### src/rtl/tlc_pkg.sv
// ---------------------------------------------------------------------------
// tlc_pkg
// Shared definitions for the multi-direction traffic-light controller.
//   - tlc_state_e : controller state encoding
//   - LAMP_*      : per-direction lamp codes as seen by the lamp driver
//   - rr_next()   : round-robin search for the next direction with demand
// ---------------------------------------------------------------------------
package tlc_pkg;

  typedef enum logic [1:0] {
    GREEN  = 2'd0,
    YELLOW = 2'd1,
    ALLRED = 2'd2,
    FLASH  = 2'd3
  } tlc_state_e;

  localparam logic [2:0] LAMP_GRN = 3'b001;
  localparam logic [2:0] LAMP_YEL = 3'b010;
  localparam logic [2:0] LAMP_RED = 3'b100;
  localparam logic [2:0] LAMP_OFF = 3'b000;

  // Upper bound on directions; the search below is unrolled to this size and
  // masked by the real direction count.
  localparam int MAX_DIR = 8;

  // Returns the first direction after 'phase' (wrapping modulo num_dir) whose
  // demand bit is set. With no demand anywhere, the plain successor
  // phase+1 is returned, so a zero demand vector yields fixed round robin.
  // The search includes 'phase' itself as the last candidate.
  function automatic logic [2:0] rr_next(input logic [MAX_DIR-1:0] dem,
                                         input logic [2:0]         phase,
                                         input int                 num_dir);
    logic [2:0] sel;
    logic       found;
    int         idx;
    idx   = (int'(phase) + 1) % num_dir;
    sel   = idx[2:0];
    found = 1'b0;
    for (int k = 1; k <= MAX_DIR; k++) begin
      if ((k <= num_dir) && !found) begin
        idx = (int'(phase) + k) % num_dir;
        if (dem[idx[2:0]]) begin
          sel   = idx[2:0];
          found = 1'b1;
        end
      end
    end
    return sel;
  endfunction

endpackage

### src/rtl/tlc_timer.sv
// ---------------------------------------------------------------------------
// tlc_timer
// Loadable down-counter used as the per-state timer of the controller. It is
// also reloaded each flash half-period while the controller is flashing.
// The counter saturates at zero; it never wraps.
//
// Ports:
//   clk   in  1      clock
//   rst   in  1      asynchronous active-low reset (count <- RST_VAL)
//   load  in  1      load 'value' on the next edge (wins over counting)
//   value in  CNT_W  value to load
//   zero  out 1      count is zero
// ---------------------------------------------------------------------------
module tlc_timer
  import tlc_pkg::*;
#(
  parameter int               CNT_W   = 6,
  parameter logic [CNT_W-1:0] RST_VAL = '0
) (
  input  logic             clk,
  input  logic             rst,
  input  logic             load,
  input  logic [CNT_W-1:0] value,
  output logic             zero
);

  logic [CNT_W-1:0] count_q;
  logic [CNT_W-1:0] count_d;

  always_comb begin
    count_d = count_q;
    if (load) begin
      count_d = value;
    end else if (count_q != '0) begin
      count_d = count_q - CNT_W'(1);
    end
  end

  always_ff @(posedge clk or negedge rst) begin
    if (!rst) begin
      count_q <= RST_VAL;
    end else begin
      count_q <= count_d;
    end
  end

  assign zero = (count_q == '0);

endmodule

### src/rtl/tlc_multi.sv
// ---------------------------------------------------------------------------
// tlc_multi
// N-direction traffic-light controller. Directions are served one at a time
// through GREEN -> YELLOW -> ALLRED. In actuated mode directions without
// demand are skipped and the current green rests until another direction
// asks for service. A flash request diverts the ALLRED exit into a
// flashing-yellow mode for all directions.
//
// Ports:
//   clk       in  1           clock
//   rst       in  1           asynchronous active-low reset
//   req       in  NUM_DIR     per-direction request (level or pulse)
//   flash     in  1           request flashing-yellow mode (level)
//   lights    out 3*NUM_DIR   lamp code of direction i on [3i+2:3i]
//   phase     out clog2(N)    direction currently owning right-of-way
//   in_flash  out 1           controller is in FLASH
// ---------------------------------------------------------------------------
module tlc_multi
  import tlc_pkg::*;
#(
  parameter  int NUM_DIR  = 4,
  parameter  int CNT_W    = 6,
  parameter  int GREEN_T  = 15,
  parameter  int YELLOW_T = 3,
  parameter  int ALLRED_T = 3,
  parameter  int FLASH_T  = 8,
  parameter  int ACTUATED = 1,
  localparam int PH_W     = $clog2(NUM_DIR)
) (
  input  logic                   clk,
  input  logic                   rst,
  input  logic [NUM_DIR-1:0]     req,
  input  logic                   flash,
  output logic [3*NUM_DIR-1:0]   lights,
  output logic [PH_W-1:0]        phase,
  output logic                   in_flash
);

  // Timer load values: a state of duration D runs the timer D-1 .. 0.
  localparam logic [CNT_W-1:0] GREEN_LD  = CNT_W'(GREEN_T - 1);
  localparam logic [CNT_W-1:0] YELLOW_LD = CNT_W'(YELLOW_T - 1);
  localparam logic [CNT_W-1:0] ALLRED_LD = CNT_W'(ALLRED_T - 1);
  localparam logic [CNT_W-1:0] FLASH_LD  = CNT_W'(FLASH_T - 1);
  localparam logic [PH_W-1:0]  PH_RST    = PH_W'(NUM_DIR - 1);

  tlc_state_e          state_q, state_d;
  logic [PH_W-1:0]     phase_q, phase_d;
  logic [NUM_DIR-1:0]  dem_q,   dem_d;
  logic                fbit_q,  fbit_d;   // 0 = yellow half, 1 = dark half

  logic                tmr_load;
  logic [CNT_W-1:0]    tmr_val;
  logic                tmr_zero;

  logic [NUM_DIR-1:0]  own_mask;   // one-hot of current phase
  logic [NUM_DIR-1:0]  nxt_mask;   // one-hot of next phase
  logic [NUM_DIR-1:0]  other_dem;  // service wanted by someone else
  logic [NUM_DIR-1:0]  dem_clr;
  logic [MAX_DIR-1:0]  dem_ext;
  logic [PH_W-1:0]     rr_sel;

  // -------------------------------------------------------------------------
  // State timer
  // -------------------------------------------------------------------------
  tlc_timer #(
    .CNT_W   (CNT_W),
    .RST_VAL (ALLRED_LD)
  ) u_timer (
    .clk   (clk),
    .rst   (rst),
    .load  (tmr_load),
    .value (tmr_val),
    .zero  (tmr_zero)
  );

  // -------------------------------------------------------------------------
  // Phase decode masks
  // -------------------------------------------------------------------------
  generate
    for (genvar gi = 0; gi < NUM_DIR; gi++) begin : g_mask
      assign own_mask[gi] = (phase_q == PH_W'(gi));
      assign nxt_mask[gi] = (phase_d == PH_W'(gi));
    end
  endgenerate

  // Pending requests are included so a resting green yields on the same edge
  // that first sees another direction's request.
  assign other_dem = (dem_q | req) & ~own_mask;

  // Next-direction choice; fixed-time mode searches an empty demand vector,
  // which degenerates to phase+1 with wrap.
  always_comb begin
    dem_ext                = '0;
    dem_ext[NUM_DIR-1:0]   = dem_q;
    if (ACTUATED == 0) begin
      dem_ext = '0;
    end
    rr_sel = PH_W'(rr_next(dem_ext, 3'(phase_q), NUM_DIR));
  end

  // -------------------------------------------------------------------------
  // State register
  // -------------------------------------------------------------------------
  always_ff @(posedge clk or negedge rst) begin
    if (!rst) begin
      state_q <= ALLRED;
      phase_q <= PH_RST;
      dem_q   <= '0;
      fbit_q  <= 1'b0;
    end else begin
      state_q <= state_d;
      phase_q <= phase_d;
      dem_q   <= dem_d;
      fbit_q  <= fbit_d;
    end
  end

  // -------------------------------------------------------------------------
  // Next-state logic
  // -------------------------------------------------------------------------
  always_comb begin
    state_d  = state_q;
    phase_d  = phase_q;
    fbit_d   = fbit_q;
    tmr_load = 1'b0;
    tmr_val  = '0;
    unique case (state_q)
      GREEN: begin
        // Flash cuts green short; otherwise leave at expiry unless resting.
        if (flash || (tmr_zero && ((ACTUATED == 0) || (|other_dem)))) begin
          state_d  = YELLOW;
          tmr_load = 1'b1;
          tmr_val  = YELLOW_LD;
        end
      end
      YELLOW: begin
        if (tmr_zero) begin
          state_d  = ALLRED;
          tmr_load = 1'b1;
          tmr_val  = ALLRED_LD;
        end
      end
      ALLRED: begin
        if (tmr_zero) begin
          tmr_load = 1'b1;
          if (flash) begin
            state_d = FLASH;
            fbit_d  = 1'b0;
            tmr_val = FLASH_LD;
          end else begin
            state_d = GREEN;
            phase_d = rr_sel;
            tmr_val = GREEN_LD;
          end
        end
      end
      FLASH: begin
        if (!flash) begin
          state_d  = ALLRED;
          tmr_load = 1'b1;
          tmr_val  = ALLRED_LD;
        end else if (tmr_zero) begin
          fbit_d   = ~fbit_q;
          tmr_load = 1'b1;
          tmr_val  = FLASH_LD;
        end
      end
      default: begin
        state_d  = ALLRED;
        tmr_load = 1'b1;
        tmr_val  = ALLRED_LD;
      end
    endcase
  end

  // -------------------------------------------------------------------------
  // Demand latch. The green direction is cleared both while it is green and
  // on the edge that grants it green, so a request arriving exactly at
  // grant time is absorbed by the grant.
  // -------------------------------------------------------------------------
  always_comb begin
    dem_clr = '0;
    if (state_q == GREEN) begin
      dem_clr = dem_clr | own_mask;
    end
    if (state_d == GREEN) begin
      dem_clr = dem_clr | nxt_mask;
    end
    dem_d = (dem_q | req) & ~dem_clr;
  end

  // -------------------------------------------------------------------------
  // Output decode from registered state only
  // -------------------------------------------------------------------------
  always_comb begin
    lights   = '0;
    in_flash = (state_q == FLASH);
    for (int i = 0; i < NUM_DIR; i++) begin
      logic [2:0] lamp;
      lamp = LAMP_RED;
      unique case (state_q)
        GREEN:   if (own_mask[i]) lamp = LAMP_GRN;
        YELLOW:  if (own_mask[i]) lamp = LAMP_YEL;
        FLASH:   lamp = fbit_q ? LAMP_OFF : LAMP_YEL;
        default: lamp = LAMP_RED;
      endcase
      lights[3*i +: 3] = lamp;
    end
  end

  assign phase = phase_q;

endmodule

### config.mk
export PLATFORM = sky130hd
export DESIGN_NAME = tlc_multi
export DESIGN_NICKNAME = d
export VERILOG_FILES = /design/src/rtl/tlc_pkg.sv /design/src/rtl/tlc_timer.sv /design/src/rtl/tlc_multi.sv
export SDC_FILE = /design/constraint.sdc
export NUM_CORES = 1
export LEC_CHECK = 0
export BUFFER_PORTS_ARGS = -buffer_cell sky130_fd_sc_hd__clkbuf_2
export CORE_ASPECT_RATIO = 2
export CORE_MARGIN = 5
export CORE_UTILIZATION = 51
export DETAILED_ROUTE_END_ITERATION = 12
export GPL_TIMING_DRIVEN = 0
export PLACE_DENSITY = 0.82
export SYNTH_ARGS = -nofsm -noshare
export SYNTH_HDL_FRONTEND = slang
export SYNTH_HIERARCHICAL = 1
export SYNTH_SLANG_ARGS = --single-unit
export TNS_END_PERCENT = 50
### constraint.sdc
create_clock -name clk -period 2.6 [get_ports clk]
set_clock_uncertainty 0.15 [all_clocks]
set_input_delay 0.65 -clock clk [delete_from_list [all_inputs] [get_ports clk]]
set_output_delay 0.65 -clock clk [all_outputs]
set_load 0.05 [all_outputs]
==> flow_metrics.tcl <==
set metrics [dict create \
    max-vdd-ir-drop_v 0.0007680 \
    gp_congestion 0.8733 \
    routedWlPerCell_um 17.18 \
    cts_root_buffer "clkbuf_8" \
    finalSetupViolations 1 \
    pwr-share-comb_pct 74.8 \
    tns_ns -0.02282 \
    internal-power_uw 1215 \
    start_util_pct 52.89 \
    core_area_um2 2770 \
    grt_max_degree 16 \
    ys.flop_type "dfrtp_1" \
    p_per_area_nw_per_um2 1321 \
    hp-class "in -> async" \
    drv_slew 0 \
    setup_slack_ns -0.02282 \
    slowest_stage "dfstp_4" \
    synth_area_um2 1465 \
    hold_violations 0 \
    dp_hpwl_um 2945 \
    yosysTopAreaCell "dfrtp_1" \
    drt_wl_total_um 4174 \
    ios 22 \
    syn_inst 178 \
    drtAntennaViolNets 0 \
    grt_overflow_total 0 \
    crit_chain "buf_8 -> inv_4 -> ha_4 -> mux2_4 -> a22oi_2 -> a2111oi_2 -> a311oi_2 -> inv_2 -> o31a_1" \
    worst_slew_pin_slew_ns 0.4827 \
    diodes 0 \
    rsz0062_at_grt "true" \
    max_stage_delay_ns 0.64 \
    violations "negative setup slack" \
    yosysSeqAreaShare_pct 25.96 \
    cts_buffers 3 \
    synth_warnings 6 \
    crit_type "reg -> reg" \
    post-route-min-period_ns 2.623 \
    relSlewSlack_pct 66.99 \
    insertion_delay_ns 0.25 \
    p_clk_share_pct 7.4 \
    grt_usage_pct 23.13 \
    drive_above_1_share_pct 40.65 \
    grt_pass1_wl_um 6975 \
    required_ns 2.58 \
    die_w_um 47.90 \
    synthArstFlopShare_pct 100.0 \
    max_cap_violations 0 \
    dieArea_um2 4110 \
    die_h_um 85.80 \
    final_nets 233 \
    synth.top_cell.area_share_pct 18.79 \
    grt_pass1_vias 1564 \
    ctsHtreeMaxLevel 1 \
    switchingPower_uw 1322 \
    critPathLaunchType "register" \
    endpoint_kind "register" \
    drc_errors 0 \
    status "complete, but fails checks" \
    worstPathArrival_ns 2.60 \
    p_leak_uw 0.0008127 \
    rows 27 \
    vias 1462 \
    fillCellCount 218 \
    power_uw 2537 \
    cts_tree "built" \
    clockBufferDepth 2 \
    clk_pin_slew_ns 0.06 \
    synthToLayoutAreaGrowth_pct 31.08 \
    synth.avg_cell_area_um2 8.231 \
    cts.sinks 15 \
    min_period_over_period_pct 100.9 \
    antenna_found_initial 0 \
    pwr-share-seq_pct 17.8 \
    synth_edf_count 0 \
    drtIter0Drc 45 \
    max_freq_mhz 381.3 \
    switching_share_pct 52.12 \
    via_per_inst 6.016 \
    ys_seq_elements 15 \
    synth.distinct_cells 49 \
    dr.pass1.iters 5 \
    crit_fanout 6 \
    io_buffers 20 \
    whs_ns 0.1578 \
    cts_hold_buf 0 \
    synth_area_leaders "dfrtp_1 (19%), ha_1 (9.4%), dfstp_2 (7.2%), a21oi_1 (4.4%), nor2_1 (4.4%)" \
]
==> cell type report <==
type	instances	area, um2	area share (%)
Sequential cell	15	390.4	20.33
Multi-Input combinational cell	137	1069	55.63
Inverter	14	55.05	2.866
Clock inverter	1	5.005	0.2606
Clock buffer	3	41.29	2.150
Tap cell	29	36.28	1.889
Timing Repair Buffer	34	242.7	12.64
Buffer	10	81.33	4.235
==> cells in the final DEF, fill, tap and decap left out, types with 3 or more instances in the layout <==
cell type	n
clkbuf_4	3
o31ai_1	3
o21ai_0	10
nand2b_1	3
o21bai_1	5
xnor2_1	3
nand2_1	15
inv_1	11
clkbuf_8	8
nor3_1	4
buf_4	15
and2_1	5
mux2i_1	5
a21oi_1	9
a21oi_4	4
ha_2	4
clkbuf_2	16
nor2_1	17
dfrtp_1	9
nor2b_1	3
ha_1	6
==> Yosys cell counts, types with 2 or more instances <==
library cell  instances
a2111oi_0             2
a211oi_1              3
a21oi_1              13
a22oi_1               2
a31oi_1               2
a41oi_1               2
and2_1                5
buf_2                 2
buf_6                 3
clkbuf_1              5
clkbuf_2              2
dfrtp_1              11
dfstp_2               4
ha_1                 11
inv_1                13
mux2_2                2
mux2i_1               6
nand2_1              15
nand2b_1              4
nor2_1               17
nor2b_1               4
nor3_1                4
o21ai_0              12
o21bai_1              5
o31ai_1               3
xnor2_1               3
==> registers in the layout, indices dropped and copies added (netlist names) <==
signal,count
dem_q,4
fbit_q,1
phase,2
state_q,2
u_timer/count_q,6
==> per-stage QoR <==
step           instances  instance area, um2  util (%)  setup WS (ns)
5_1_grt              243                1921     69.33       -0.09848
2_1_floorplan        179                1555         -       -0.09631
3_3_place_gp         228                1692     61.07        -0.2351
6_report             243                1921     69.33       -0.02282
4_1_cts              241                1881     67.89       0.009965
3_5_place_dp         228                1692     61.07        -0.3838
==> kinds of logic after synthesis <==
| kind of cell | Yosys count | synth area share [%] |
|---|---|---|
| AO/OA/AOI/OAI | 54 | 25.96 |
| XOR/XNOR | 3 | 1.794 |
| adder cells (fa/ha/maj) | 11 | 9.394 |
| buffers and inverters | 27 | 9.052 |
| flip-flops | 15 | 25.96 |
| multiplexers | 10 | 7.429 |
| other | 1 | 0.2559 |
| AND/OR/NAND/NOR | 57 | 20.15 |
==> power groups by stage <==
stage | Clock (uW) | Combinational, uW | Sequential, uW
2_1_floorplan | 0 | 1280 | 451
3_3_place_gp | 0 | 1530 | 455
3_5_place_dp | 0 | 1600 | 459
4_1_cts | 193 | 1810 | 445
5_1_grt | 205 | 2070 | 464
6_report | 188 | 1900 | 452
==> final timing paths <==
kind	startpoint	to	slack, ns	cells past startpoint
setup / recovery	phase[0]	dem_q[2]	-0.02	9
hold / removal	rst	dem_q[3]	0.16	1
setup reg to reg	phase[0]	dem_q[2]	-0.02	9
hold reg to reg	fbit_q	fbit_q	0.33	2
max in group asynchronous	rst	phase[0]	1.83	1
min in group clk	fbit_q	fbit_q	0.33	2
==> layer usage <==
| metal | up-vias | global-route usage [%] | routed length [um] |
|---|---|---|---|
| met5 | - | 0 | 0 |
| met4 | 0 | 12.75 | 141 |
| met3 | 16 | 3.992 | 121 |
| met2 | 58 | 41.98 | 2526 |
| met1 | 699 | 22.11 | 1383 |
| li1 | 689 | - | - |
==> worst max-delay path: cells and delay by family, from the launching register on <==
kind,cells,cell delay [ns]
DFF,1,0.64
AOI/OAI and AO/OA,4,0.88
adders and majority gates,1,0.31
muxes,1,0.31
buffers and inverters,3,0.21
==> what timing repair did <==
item,4_1_cts,5_1_grt
setup buffers,12,2
endpoints found under the setup margin,20,20
gates resized for setup,26,9
pin swaps,7,3
No activity file was read; power rests on OpenSTA's default activity.
